===== src/rtl/biometrics_pkg.sv =====
// Shared types and helpers for the biometrics datapath blocks.
package biometrics_pkg;

   typedef enum logic [2:0] {
      S_IDLE,
      S_ENROLL,
      S_PREDICT,
      S_DISCARD,
      S_REDUCE,
      S_RESULT
   } state_e;

   // Working width of the generic absolute-difference helper.
   localparam int ABS_W = 64;

   // The accumulator can never overflow at this width: NUM_FEATURES terms,
   // each below 2**FEATURE_WIDTH.
   function automatic int dist_width(input int feature_width, input int num_features);
      return feature_width + 1 + $clog2(num_features);
   endfunction

   // |a - b| of two sign-extended operands.
   function automatic logic [ABS_W-1:0] abs_diff(input logic signed [ABS_W-1:0] a,
                                                 input logic signed [ABS_W-1:0] b);
      logic signed [ABS_W-1:0] d;
      d = a - b;
      return d[ABS_W-1] ? $unsigned(-d) : $unsigned(d);
   endfunction

endpackage


===== src/rtl/voice_profile_matcher_if.sv =====
// Feature beat stream from feature_extractor into the profile matcher.
interface voice_profile_matcher_if #(
   parameter int FEATURE_WIDTH = 16
) ();
   logic signed [FEATURE_WIDTH-1:0] feature_data_in;
   logic                            feature_valid_in;
   logic                            feature_last_in;
   logic                            feature_ready_out;

   modport master (
      output feature_data_in,
      output feature_valid_in,
      output feature_last_in,
      input  feature_ready_out
   );

   modport slave (
      input  feature_data_in,
      input  feature_valid_in,
      input  feature_last_in,
      output feature_ready_out
   );
endinterface


===== src/rtl/profile_bank.sv =====
// One template slot: feature memory plus its running L1 distance.
module profile_bank
   import biometrics_pkg::*;
#(
   parameter int FEATURE_WIDTH = 16,
   parameter int NUM_FEATURES  = 32,
   parameter int DIST_WIDTH    = dist_width(FEATURE_WIDTH, NUM_FEATURES)
) (
   input  logic                              clk_i,
   input  logic                              rst_i,
   input  logic                              wr_en_i,
   input  logic [$clog2(NUM_FEATURES)-1:0]   wr_addr_i,
   input  logic [$clog2(NUM_FEATURES)-1:0]   rd_addr_i,
   input  logic signed [FEATURE_WIDTH-1:0]   sample_i,
   input  logic                              acc_en_i,
   input  logic                              acc_first_i,
   output logic [DIST_WIDTH-1:0]             dist_o
);
   localparam int DIFF_W = FEATURE_WIDTH + 1;

   logic signed [FEATURE_WIDTH-1:0] mem_q [NUM_FEATURES];
   logic signed [FEATURE_WIDTH-1:0] tmpl_q;
   logic [DIFF_W-1:0]               diff_w;
   logic [DIST_WIDTH-1:0]           dist_q;

   // Template storage with registered read. The top presents the address of
   // the next beat, so tmpl_q already holds template[k] when beat k arrives.
   always_ff @(posedge clk_i) begin
      if (wr_en_i) begin
         mem_q[wr_addr_i] <= sample_i;
      end
      tmpl_q <= mem_q[rd_addr_i];
   end

   // The magnitude of a difference of two FEATURE_WIDTH samples always fits
   // in FEATURE_WIDTH+1 bits.
   assign diff_w = DIFF_W'(abs_diff(ABS_W'(sample_i), ABS_W'(tmpl_q)));

   // Running distance; restarts on the first beat of each frame.
   always_ff @(posedge clk_i) begin
      if (rst_i) begin
         dist_q <= '0;
      end else if (acc_en_i) begin
         dist_q <= acc_first_i ? DIST_WIDTH'(diff_w) : dist_q + DIST_WIDTH'(diff_w);
      end
   end

   assign dist_o = dist_q;
endmodule


===== src/rtl/voice_profile_matcher.sv =====
// Multi-owner voice profile matcher: enrolls templates and scores frames by L1 distance.
module voice_profile_matcher
   import biometrics_pkg::*;
#(
   parameter int NUM_PROFILES  = 4,
   parameter int NUM_FEATURES  = 32,
   parameter int FEATURE_WIDTH = 16,
   parameter int DIST_WIDTH    = dist_width(FEATURE_WIDTH, NUM_FEATURES),
   localparam int SLOT_W       = (NUM_PROFILES > 1) ? $clog2(NUM_PROFILES) : 1
) (
   input  logic                            clk_in,
   input  logic                            rst_in,
   voice_profile_matcher_if.slave          feat,
   input  logic                            enroll_enable_in,
   input  logic [SLOT_W-1:0]               enroll_slot_in,
   input  logic                            predict_enable_in,
   input  logic                            clear_profiles_in,
   input  logic signed [FEATURE_WIDTH-1:0] loudness_threshold_in,
   input  logic [DIST_WIDTH-1:0]           distance_threshold_in,
   output logic [NUM_PROFILES-1:0]         profile_valid_out,
   output logic                            result_valid_out,
   output logic                            detected_out,
   output logic [SLOT_W-1:0]               match_id_out,
   output logic [DIST_WIDTH-1:0]           match_distance_out,
   output logic                            frame_error_out
);
   localparam int ADDR_W = $clog2(NUM_FEATURES);
   localparam int K_W    = $clog2(NUM_FEATURES + 1);
   localparam logic [K_W-1:0] K_NF   = K_W'(NUM_FEATURES);
   localparam logic [K_W-1:0] K_LAST = K_W'(NUM_FEATURES - 1);

   state_e                          state_q;
   logic [K_W-1:0]                  k_q, k_d;
   logic [SLOT_W-1:0]               slot_q;
   logic signed [FEATURE_WIDTH-1:0] peak_q;
   logic                            len_err_q;
   logic [NUM_PROFILES-1:0]         pv_q, pv_d, snap_q;
   logic [SLOT_W-1:0]               p_q, best_id_q, match_id_q;
   logic [DIST_WIDTH-1:0]           best_q, match_dist_q;
   logic                            any_q, detected_q, frame_err_q;

   logic                            ready_w, accept_w, first_w, last_w;
   logic                            is_enroll_w, is_predict_w, in_range_w, len_ok_w;
   logic [SLOT_W-1:0]               slot_sel_w;
   logic [ADDR_W-1:0]               rd_addr_w, wr_addr_w;
   logic                            acc_en_w, cand_valid_w, det_now_w;
   logic [DIST_WIDTH-1:0]           cand_dist_w;
   logic [NUM_PROFILES-1:0]         wr_en_w;
   logic [DIST_WIDTH-1:0]           dist_w [NUM_PROFILES];

   // Beat decode, next beat index, mask update and reducer candidate select.
   always_comb begin
      ready_w      = (state_q == S_IDLE) || (state_q == S_ENROLL) ||
                     (state_q == S_PREDICT) || (state_q == S_DISCARD);
      accept_w     = feat.feature_valid_in && ready_w;
      last_w       = feat.feature_last_in;
      first_w      = (state_q == S_IDLE);
      is_enroll_w  = first_w ? enroll_enable_in : (state_q == S_ENROLL);
      is_predict_w = first_w ? (!enroll_enable_in && predict_enable_in)
                             : (state_q == S_PREDICT);
      in_range_w   = (k_q < K_NF);
      len_ok_w     = (k_q == K_LAST);
      slot_sel_w   = first_w ? enroll_slot_in : slot_q;

      // k saturates at NUM_FEATURES so overlength frames stay detectable.
      k_d = k_q;
      if (accept_w) begin
         if (last_w)           k_d = '0;
         else if (k_q != K_NF) k_d = k_q + K_W'(1);
      end
      rd_addr_w = (k_d < K_NF) ? k_d[ADDR_W-1:0] : '0;
      wr_addr_w = k_q[ADDR_W-1:0];
      acc_en_w  = accept_w && is_predict_w && in_range_w;

      // A completing enrollment overrides a simultaneous clear for its slot.
      pv_d = clear_profiles_in ? '0 : pv_q;
      if (accept_w && is_enroll_w && last_w) begin
         for (int p = 0; p < NUM_PROFILES; p++) begin
            if (slot_sel_w == SLOT_W'(p)) pv_d[p] = len_ok_w;
         end
      end

      cand_dist_w  = '0;
      cand_valid_w = 1'b0;
      for (int p = 0; p < NUM_PROFILES; p++) begin
         if (p_q == SLOT_W'(p)) begin
            cand_dist_w  = dist_w[p];
            cand_valid_w = snap_q[p];
         end
      end

      det_now_w = any_q && (best_q <= distance_threshold_in) &&
                  (peak_q >= loudness_threshold_in) && !len_err_q;
   end

   generate
      for (genvar gi = 0; gi < NUM_PROFILES; gi++) begin : g_bank
         assign wr_en_w[gi] = accept_w && is_enroll_w && in_range_w &&
                              (slot_sel_w == SLOT_W'(gi));
         profile_bank #(
            .FEATURE_WIDTH(FEATURE_WIDTH),
            .NUM_FEATURES (NUM_FEATURES),
            .DIST_WIDTH   (DIST_WIDTH)
         ) u_bank (
            .clk_i      (clk_in),
            .rst_i      (rst_in),
            .wr_en_i    (wr_en_w[gi]),
            .wr_addr_i  (wr_addr_w),
            .rd_addr_i  (rd_addr_w),
            .sample_i   (feat.feature_data_in),
            .acc_en_i   (acc_en_w),
            .acc_first_i(first_w),
            .dist_o     (dist_w[gi])
         );
      end
   endgenerate

   // Frame FSM with peak tracker, sequential min-distance reducer and held results.
   always_ff @(posedge clk_in) begin
      if (rst_in) begin
         state_q      <= S_IDLE;
         k_q          <= '0;
         slot_q       <= '0;
         peak_q       <= '0;
         len_err_q    <= 1'b0;
         pv_q         <= '0;
         snap_q       <= '0;
         p_q          <= '0;
         best_q       <= '0;
         best_id_q    <= '0;
         any_q        <= 1'b0;
         match_id_q   <= '0;
         match_dist_q <= '0;
         detected_q   <= 1'b0;
         frame_err_q  <= 1'b0;
      end else begin
         frame_err_q <= 1'b0;
         k_q         <= k_d;
         pv_q        <= pv_d;
         case (state_q)
            S_IDLE, S_ENROLL, S_PREDICT, S_DISCARD: begin
               if (accept_w) begin
                  if (first_w) begin
                     slot_q    <= enroll_slot_in;
                     peak_q    <= feat.feature_data_in;
                     len_err_q <= 1'b0;
                  end else if (is_predict_w && in_range_w && feat.feature_data_in > peak_q) begin
                     peak_q <= feat.feature_data_in;
                  end
                  if (last_w) begin
                     if (is_enroll_w) begin
                        frame_err_q <= !len_ok_w;
                        state_q     <= S_IDLE;
                     end else if (is_predict_w) begin
                        frame_err_q <= !len_ok_w;
                        len_err_q   <= !len_ok_w;
                        snap_q      <= pv_q;
                        p_q         <= '0;
                        best_q      <= '0;
                        best_id_q   <= '0;
                        any_q       <= 1'b0;
                        state_q     <= S_REDUCE;
                     end else begin
                        state_q <= S_IDLE;
                     end
                  end else if (is_enroll_w) begin
                     state_q <= S_ENROLL;
                  end else if (is_predict_w) begin
                     state_q <= S_PREDICT;
                  end else begin
                     state_q <= S_DISCARD;
                  end
               end
            end
            S_REDUCE: begin
               // Strict less-than keeps the lowest index on ties.
               if (cand_valid_w && (!any_q || cand_dist_w < best_q)) begin
                  best_q    <= cand_dist_w;
                  best_id_q <= p_q;
                  any_q     <= 1'b1;
               end
               if (p_q == SLOT_W'(NUM_PROFILES - 1)) state_q <= S_RESULT;
               else                                  p_q     <= p_q + SLOT_W'(1);
            end
            S_RESULT: begin
               match_id_q   <= best_id_q;
               match_dist_q <= best_q;
               detected_q   <= det_now_w;
               state_q      <= S_IDLE;
            end
            default: state_q <= S_IDLE;
         endcase
      end
   end

   // During RESULT the fresh decision is shown directly so thresholds are
   // sampled in that cycle; afterwards the held copies are presented.
   assign feat.feature_ready_out = ready_w;
   assign result_valid_out       = (state_q == S_RESULT);
   assign detected_out           = (state_q == S_RESULT) ? det_now_w : detected_q;
   assign match_id_out           = (state_q == S_RESULT) ? best_id_q : match_id_q;
   assign match_distance_out     = (state_q == S_RESULT) ? best_q : match_dist_q;
   assign profile_valid_out      = pv_q;
   assign frame_error_out        = frame_err_q;
endmodule

===== src/flat_wrapper.sv =====
// flat-port wrapper written by rule: the top's interface ports become plain ports
module voice_profile_matcher_flat import biometrics_pkg::*;
#(
   parameter int NUM_PROFILES  = 4,
   parameter int NUM_FEATURES  = 32,
   parameter int FEATURE_WIDTH = 16,
   parameter int DIST_WIDTH    = dist_width(FEATURE_WIDTH, NUM_FEATURES),
   localparam int SLOT_W       = (NUM_PROFILES > 1) ? $clog2(NUM_PROFILES) : 1
)
  (clk_in, rst_in, enroll_enable_in, enroll_slot_in, predict_enable_in, clear_profiles_in, loudness_threshold_in, distance_threshold_in, profile_valid_out, result_valid_out, detected_out, match_id_out, match_distance_out, frame_error_out, feat_feature_data_in, feat_feature_valid_in, feat_feature_last_in, feat_feature_ready_out);
  voice_profile_matcher_if #(.FEATURE_WIDTH(FEATURE_WIDTH)) feat_i ();
  input  logic clk_in;
  input  logic rst_in;
  input  logic enroll_enable_in;
  input  logic [SLOT_W-1:0] enroll_slot_in;
  input  logic predict_enable_in;
  input  logic clear_profiles_in;
  input  logic signed [FEATURE_WIDTH-1:0] loudness_threshold_in;
  input  logic [DIST_WIDTH-1:0] distance_threshold_in;
  output logic [NUM_PROFILES-1:0] profile_valid_out;
  output logic result_valid_out;
  output logic detected_out;
  output logic [SLOT_W-1:0] match_id_out;
  output logic [DIST_WIDTH-1:0] match_distance_out;
  output logic frame_error_out;
  input wire logic [$bits(feat_i.feature_data_in)-1:0] feat_feature_data_in;
  input wire logic [$bits(feat_i.feature_valid_in)-1:0] feat_feature_valid_in;
  input wire logic [$bits(feat_i.feature_last_in)-1:0] feat_feature_last_in;
  output wire logic [$bits(feat_i.feature_ready_out)-1:0] feat_feature_ready_out;
  assign feat_i.feature_data_in = feat_feature_data_in;
  assign feat_i.feature_valid_in = feat_feature_valid_in;
  assign feat_i.feature_last_in = feat_feature_last_in;
  assign feat_feature_ready_out = feat_i.feature_ready_out;
  voice_profile_matcher #(.NUM_PROFILES(NUM_PROFILES), .NUM_FEATURES(NUM_FEATURES), .FEATURE_WIDTH(FEATURE_WIDTH), .DIST_WIDTH(DIST_WIDTH)) u_core (.clk_in(clk_in), .rst_in(rst_in), .feat(feat_i), .enroll_enable_in(enroll_enable_in), .enroll_slot_in(enroll_slot_in), .predict_enable_in(predict_enable_in), .clear_profiles_in(clear_profiles_in), .loudness_threshold_in(loudness_threshold_in), .distance_threshold_in(distance_threshold_in), .profile_valid_out(profile_valid_out), .result_valid_out(result_valid_out), .detected_out(detected_out), .match_id_out(match_id_out), .match_distance_out(match_distance_out), .frame_error_out(frame_error_out));
endmodule

===== config.mk =====
export PLATFORM = sky130hd
export DESIGN_NAME = voice_profile_matcher_flat
export DESIGN_NICKNAME = d
export VERILOG_FILES = /design/src/rtl/biometrics_pkg.sv /design/src/rtl/voice_profile_matcher_if.sv /design/src/rtl/profile_bank.sv /design/src/rtl/voice_profile_matcher.sv /design/src/flat_wrapper.sv
export SDC_FILE = /design/constraint.sdc
export NUM_CORES = 2
export LEC_CHECK = 0
export BUFFER_PORTS_ARGS = -buffer_cell sky130_fd_sc_hd__buf_4
export CAP_MARGIN = 20
export CORE_UTILIZATION = 60
export CTS_BUF_LIST = sky130_fd_sc_hd__clkbuf_16
export DETAILED_ROUTE_END_ITERATION = 8
export HOLD_SLACK_MARGIN = 0.15
export PLACE_DENSITY = 0.8
export SETUP_SLACK_MARGIN = 0.5
export SLEW_MARGIN = 20
export SYNTH_ARGS = -nofsm -noshare
export SYNTH_HDL_FRONTEND = slang
export SYNTH_SLANG_ARGS = --single-unit

===== constraint.sdc =====
create_clock -name clk_in -period 6.7 [get_ports clk_in]
set_input_delay 0.335 -clock clk_in [delete_from_list [all_inputs] [get_ports clk_in]]
set_output_delay 0.335 -clock clk_in [all_outputs]
set_load 0.02 [all_outputs]

## Word level (Yosys, flattened, before mapping)

Memory sizes are Yosys's and may differ from the RTL's. A register that Yosys moved wholly into a read port is not among the register bits.
Cells that the tools add are included.

- Register bits after elaboration: 177
- Latch bits: 0
- RAM bits: 2,048
- Memory bits (read-only): 0
- Input bits: 63
- Output and inout bits: 32
- Word-level logic and storage cells: 181
- Memories kept: 4

- Add/subtract/negate cells: 14
- $mul: 0
- Divide/modulo/power cells: 0
- Order comparisons: 6
- Equality and inequality tests: 20
- Shift operators: 0
- Multiplexer cells: 76
- Bitwise gates (word level): 4
- Reduce and logical (&&, ||, !) cells: 38

Memories:

| memory | words | width | rd ports | clocked after memory_dff | wr ports | RTL line | RTL |
|---|---|---|---|---|---|---|---|
| u_core.g_bank[0].u_bank.mem_q | 32 | 16 | 1 | 1 | 1 | profile_bank.sv:21 | `logic signed [FEATURE_WIDTH-1:0] mem_q [NUM_FEATURES];` |
| u_core.g_bank[1].u_bank.mem_q | 32 | 16 | 1 | 1 | 1 | profile_bank.sv:21 |  |
| u_core.g_bank[2].u_bank.mem_q | 32 | 16 | 1 | 1 | 1 | profile_bank.sv:21 |  |
| u_core.g_bank[3].u_bank.mem_q | 32 | 16 | 1 | 1 | 1 | profile_bank.sv:21 |  |

Operator list:

| operator | count |
|---|---|
| $mux 22 | 14 |
| $add 22x17->22 | 4 |
| $mux 17 | 4 |
| $neg 17->17 | 4 |
| $sub 16x16->17 | 4 |
| $pmux 22 s2 | 1 |
| $mux 16 | 2 |
| $mux 1 | 31 |
| $le 22x22->1 | 1 |
| $lt 22x22->1 | 1 |
| $mux 3 | 6 |
| $mux 6 | 3 |
| $logic_and 1x1->1 | 17 |
| $ge 16x16->1 | 1 |
| $gt 16x16->1 | 1 |
| $mux 2 | 8 |
| $lt 6x6->1 const B | 2 |
| $reduce_and 6->1 | 2 |
| $eq 2x2->1 const B | 4 |
| $mux 4 | 2 |
| $ne 2x1->1 const B | 4 |
| $pmux 2 s2 | 2 |
| $reduce_or 4->1 | 2 |
| $add 6x1->6 const B | 1 |
| 20 further kinds | 37 |

## Depth between registers and ports, before layout

- Depth in word-level cells: 10
- Mapped depth: 23
- Gate-level depth less buffers: 23

## Hierarchy

Synthesis repeated with hierarchy kept, for this count alone.

- Cell total of the unflattened synthesis: 5,660
- Area total of the unflattened synthesis: 98,154.1 um2

Modules (own cells, without submodules):

| module | times used | cells each | area each (um2) | seq. area each (um2) |
|---|---|---|---|---|
| profile_bank (u_core.g_bank[2].u_bank) | 1 | 1,241 | 23,226.0 | 16,135.5 |
| profile_bank (u_core.g_bank[1].u_bank) | 1 | 1,223 | 22,985.8 | 16,135.5 |
| profile_bank (u_core.g_bank[0].u_bank) | 1 | 1,209 | 22,905.7 | 16,135.5 |
| profile_bank (u_core.g_bank[3].u_bank) | 1 | 1,186 | 22,754.3 | 16,135.5 |
| voice_profile_matcher | 1 | 801 | 6,282.3 | 1,781.7 |

## Worst setup path before layout

No wires, ideal clock.

- Path kind: in2reg
- Start: input port feat_feature_data_in[0]
- End: register u_core.g_bank[0].u_bank.dist_q[21]
- Setup time: 0.128 ns
- Arrival: 5.102 ns
- Data required time: 6.572 ns
- Setup slack: 1.471 ns
- Stages on the path: 21
- Path buffers: 1
- Cells stage by stage: inv_1 -> ha_1 -> fa_1 -> nor2b_1 -> o211ai_1 -> a311oi_1 -> o31ai_1 -> o31a_1 -> clkbuf_1 -> o21ai_0 -> ha_1 -> a21oi_1 -> o211ai_1 -> a2111oi_0 -> o311ai_1 -> a2111oi_2 -> o31ai_1 -> o41a_1 -> or3b_1 -> xor2_1 -> nor2_1

- Word-level cells in the longest chain between the ends: 5

RTL lines:

| element | RTL line | RTL |
|---|---|---|
| from (decl) | flat_wrapper.sv:26 | `input wire logic [$bits(feat_i.feature_data_in)-1:0] feat_feature_data_in;` |
| $sub 16x16->17 (*) | biometrics_pkg.sv:26 | `d = a - b;` |
| $neg 17->17 | biometrics_pkg.sv:27 | `return d[ABS_W-1] ? $unsigned(-d) : $unsigned(d);` |
| $mux 17 (*) | biometrics_pkg.sv:27 |  |
| $add 22x17->22 (*) | profile_bank.sv:44 | `dist_q <= acc_first_i ? DIST_WIDTH'(diff_w) : dist_q + DIST_WIDTH'(diff_w);` |
| $mux 22 (*) | profile_bank.sv:44 |  |
| to (signal assigned) | profile_bank.sv:44 |  |
| to (decl) | profile_bank.sv:24 | `logic [DIST_WIDTH-1:0] dist_q;` |

Every way passes the cells marked *; elsewhere a longest branch is shown, timed or not.
A chain may end at the register's enable or synchronous reset.

## Worst setup path after layout

- Start: input port feat_feature_data_in[0]
- End: register u_core.g_bank[2].u_bank.dist_q[21]

- Word-level cells in the longest chain between the ends: 5

RTL lines:

| element | RTL line |
|---|---|
| $sub 16x16->17 (*) | biometrics_pkg.sv:26 |
| $neg 17->17 | biometrics_pkg.sv:27 |
| $mux 17 (*) | biometrics_pkg.sv:27 |
| $add 22x17->22 (*) | profile_bank.sv:44 |
| $mux 22 (*) | profile_bank.sv:44 |
| to (signal assigned) | profile_bank.sv:44 |
| to (decl) | profile_bank.sv:24 |

Marks and branches as above.

==> run_results.csv <==
group,metric,value,unit
synth,synth_flop_cell,"sky130_fd_sc_hd__edfxtp_1",
clock_network,level_count_of_the_clock_h_tree,4,
die,chipWidth,407.7,um
die,row_count,148,
clock_network,cts_buffers,214,
clock_network,cts_setup_buffers,0,
sta,setup-tns-final,0,ns
clock_network,numClockSinks,2289,
die,floorplan.io_pins,95,
critical_path,worstPathMaxFanout,12,
detailed_routing,route.detailed.vias_per_inst,6.874,
pwr,power-per-cell-area,288.5,nW/um^2
sta,slew_viol_final,0,
synth,edff_count_synth,2048,
layout,drive_gt1_share,9.328,%
critical_path,delay_of_the_slowest_cell_on_the_worst_path,0.69,ns
status,result_of_the_run,"finished, final reports clean",
global_route,grt_remaining_overflow,0,
sta,timing_hold_violations_final,0,
layout,area.sequential,66320,sq um
layout,layout.nets,8482,
sta,rsz0062_at_grt,"true",
synth,postSynthRegisterBits,2289,
global_route,groute.usage.overall,36.47,%
run,max_cap_violations,0,
clock_network,clock-root-buffer,"sky130_fd_sc_hd__clkbuf_16",
clock_network,cts_tree,"done",
sta,relSlewSlack,23.60,%
pwr,cellLeakagePower,38.09,nW
clock_network,cts.reportedPaths.clkPinSlew,0.06,ns
synth,netlist_top_cells_area,"sky130_fd_sc_hd__edfxtp_1 (62%), sky130_fd_sc_hd__nand2_1 (5.8%), sky130_fd_sc_hd__dfxtp_1 (4.9%), sky130_fd_sc_hd__ha_1 (2.9%), sky130_fd_sc_hd__nand3_1 (2.5%)",
layout,multi_input_comb_area,29700,sq um
sta,period_needed,5.805,ns
critical_path,cp_slowest_cell,"sky130_fd_sc_hd__dlygate4sd3_1",
synth,synthCells,8049,
critical_path,critical_path_arrival,6.47,ns
synth,netlist-cell-type-count,113,
critical_path,worstSetupStartpointType,"input pin",
sta,worst_slew_pin_slew,1.144,ns
global_route,grt_antenna_before_repair,30,
sta,max_clock_freq,172.3,MHz
detailed_routing,finalWirelength,309.5,mm
detailed_routing,postRouteAntennaNets,0,
layout,fill_cells,10920,
synth,synthesis.area_per_instance,12.27,sq um
pwr,power.ir.vdd_worst,0.0003132,V
sta,layout_skew,0.1044,ns
critical_path,worstSetupEndpointType,"register",
placed_design,count_of_port_buffers_added_during_placement,94,
synth,yosysWarnings,0,
synth,yosys.area.top_type_share,62.28,%
die,initial_utilization,60.53,%
worst_hold_path,holdCritPathClass,"input pin to register",
synth,syn_area,98750,sq um
detailed_routing,drt_iter0_markers,12520,
die,core_area,163100,sq um
sta,finalSetupViolations,0,
synth,register_area_share_after_synthesis,67.16,%
synth,synth_nets,8347,
clock_network,cts.path.max_buffers,3,
placed_design,gp_routability_congestion,0.9473,
global_route,vias_in_the_first_global_route,69300,
critical_path,critical_path_class,"input pin to register",
detailed_routing,vias,72570,
placed_design,detailed_place_hpwl,187.5,mm
sta,final_min_period_over_clock_period,86.64,%
synth,ys_async_sr_fraction,0,%
global_route,grt_first_pass_wirelength,447.1,mm
global_route,grt_max_degree,124,
layout,area_growth,11.34,%
clock_network,worstSkewPairLatency,0.91,ns
critical_path,worstPathRequired,7.37,ns
detailed_routing,firstDrtPassIters,7,
die,floorplan.die_area,166200,sq um
die,die_y,407.7,um
pwr,power_total,0.03172,W
synth,synth_largest_area_cell,"sky130_fd_sc_hd__edfxtp_1",
detailed_routing,route.detailed.wl_per_inst,29.32,um
detailed_routing,route.detailed.drc,0,
worst paths after layout:
path / from / endpoint / depth (start not counted) / slack (ns)
worst max-delay path: feat_feature_data_in[0] / u_core.g_bank[2].u_bank.dist_o[21] / 26 / 0.90
worst min-delay path: feat_feature_data_in[1] / u_core.g_bank[3].u_bank.mem_q[27][1] / 2 / 0.20
worst max register to register: u_core.g_bank[0].u_bank.tmpl_q[2] / u_core.g_bank[0].u_bank.dist_o[21] / 20 / 1.08
worst min register to register: u_core.best_id_q[1] / u_core.best_id_q[1] / 2 / 0.46
area by class of cell:
class	count	area share, %
Clock buffer	214	4.871
Clock inverter	191	1.432
Antenna cell	10	0.02276
Sequential cell	2289	60.32
Tap cell	2175	2.475
Timing Repair Buffer	410	3.193
Multi-Input combinational cell	5073	27.02
Inverter	196	0.6691
cells in the final DEF (no fill, tap or decap), types with 46 or more instances in the layout:
cell type,instances
sky130_fd_sc_hd__nand2_1,1511
sky130_fd_sc_hd__edfxtp_1,2048
sky130_fd_sc_hd__o221ai_1,214
sky130_fd_sc_hd__xor2_1,46
sky130_fd_sc_hd__a311oi_1,76
sky130_fd_sc_hd__a31oi_1,165
sky130_fd_sc_hd__clkinv_1,64
sky130_fd_sc_hd__nor2_1,475
sky130_fd_sc_hd__xnor2_1,105
sky130_fd_sc_hd__o211ai_1,56
sky130_fd_sc_hd__dfxtp_1,241
sky130_fd_sc_hd__nand4_1,89
sky130_fd_sc_hd__nor3_1,172
sky130_fd_sc_hd__buf_4,351
sky130_fd_sc_hd__inv_1,242
sky130_fd_sc_hd__nor2b_1,58
sky130_fd_sc_hd__a21oi_1,266
sky130_fd_sc_hd__and3_1,64
sky130_fd_sc_hd__a21o_1,51
sky130_fd_sc_hd__ha_1,227
sky130_fd_sc_hd__o22ai_1,89
sky130_fd_sc_hd__mux2i_1,95
sky130_fd_sc_hd__clkbuf_16,214
sky130_fd_sc_hd__o21ai_0,276
sky130_fd_sc_hd__nand3_1,497
synth_stat cells (95+ instances only):
cell type                     n
sky130_fd_sc_hd__o221ai_1   214
sky130_fd_sc_hd__nand3_1    497
sky130_fd_sc_hd__a21oi_1    267
sky130_fd_sc_hd__ha_1       227
sky130_fd_sc_hd__nor3_1     174
sky130_fd_sc_hd__xnor2_1    105
sky130_fd_sc_hd__o21ai_0    277
sky130_fd_sc_hd__clkbuf_1   220
sky130_fd_sc_hd__mux2i_1     95
sky130_fd_sc_hd__inv_1      195
sky130_fd_sc_hd__edfxtp_1  2048
sky130_fd_sc_hd__dfxtp_1    241
sky130_fd_sc_hd__a31oi_1    165
sky130_fd_sc_hd__nand2_1   1516
sky130_fd_sc_hd__buf_2      197
sky130_fd_sc_hd__nor2_1     481
timing repair:
item	4_1_cts	5_1_grt
hold buffers	29	0
endpoints found under the setup margin	0	8
endpoints found under the hold margin	292	0
resized for setup	0	7
sequential cells by signal (all words and copies together) (netlist names), 3 cells and up:
name	flops
u_core.best_q	22
u_core.g_bank.u_bank.dist_o	88
u_core.g_bank.u_bank.mem_q	2048
u_core.g_bank.u_bank.tmpl_q	64
u_core.k_q	6
u_core.match_dist_q	22
u_core.peak_q	16
u_core.profile_valid_out	4
u_core.snap_q	4
u_core.state_q	3
layer usage:
metal  global-route usage, %  wire, um  vias up
li1                        -         -    30390
met1                   45.96    102900    34610
met2                   55.03    136700     6232
met3                   11.00     46380     1316
met4                   23.62     23440       32
met5                       0       187        -
metrics by stage:
step / setup WS, ns / std cells / utilization [%] / instance area (sq um) / hold WS (ns)
6_report: 0.8950 / 10560 / 67.40 / 110000 / 0.1980
5_1_grt: 0.4786 / 10550 / 67.38 / 109900 / 0.1948
4_1_cts: 0.6409 / 10550 / 67.35 / 109900 / 0.1700
3_5_place_dp: 0.5617 / 10110 / 62.92 / 102600 / 0.4523
3_3_place_gp: 0.5357 / 10110 / 62.92 / 102600 / 0.4410
2_1_floorplan: 1.471 / 8049 / - / 98750 / 0.4294
cell families (layout without fill, tap and decap cells):
family                     after synthesis  count (layout)  share of synthesized area, %
xor gates and xnor gates               152             152                         1.356
buffers and inverters                  687            1011                         2.966
adders and majority gates              235             235                         3.038
and+or+nand+nor                       3048            3048                         13.55
AOI/OAI and AO/OA                     1526            1526                         10.61
DFF                                   2289            2289                         67.16
muxes                                  112             112                         1.316
other                                    0              10                             0
worst max-delay path, delay by kind of cell:
family	cells	cell delay, ns
XOR/XNOR	1	0.17
AO/OA/AOI/OAI	11	2.74
buffers and inverters	4	1.16
AND/OR/NAND/NOR	7	1.19
adder cells (fa/ha/maj)	3	0.87
power by group:
group	internal (W)	leakage, nW	switching, W
Sequential	0.0156	20.4	0.0000838
Clock	0.00644	3.54	0.00551
Combinational	0.00137	14.2	0.00269
Total	0.0234	38.1	0.00828
No activity file was read; power rests on OpenSTA's default activity.
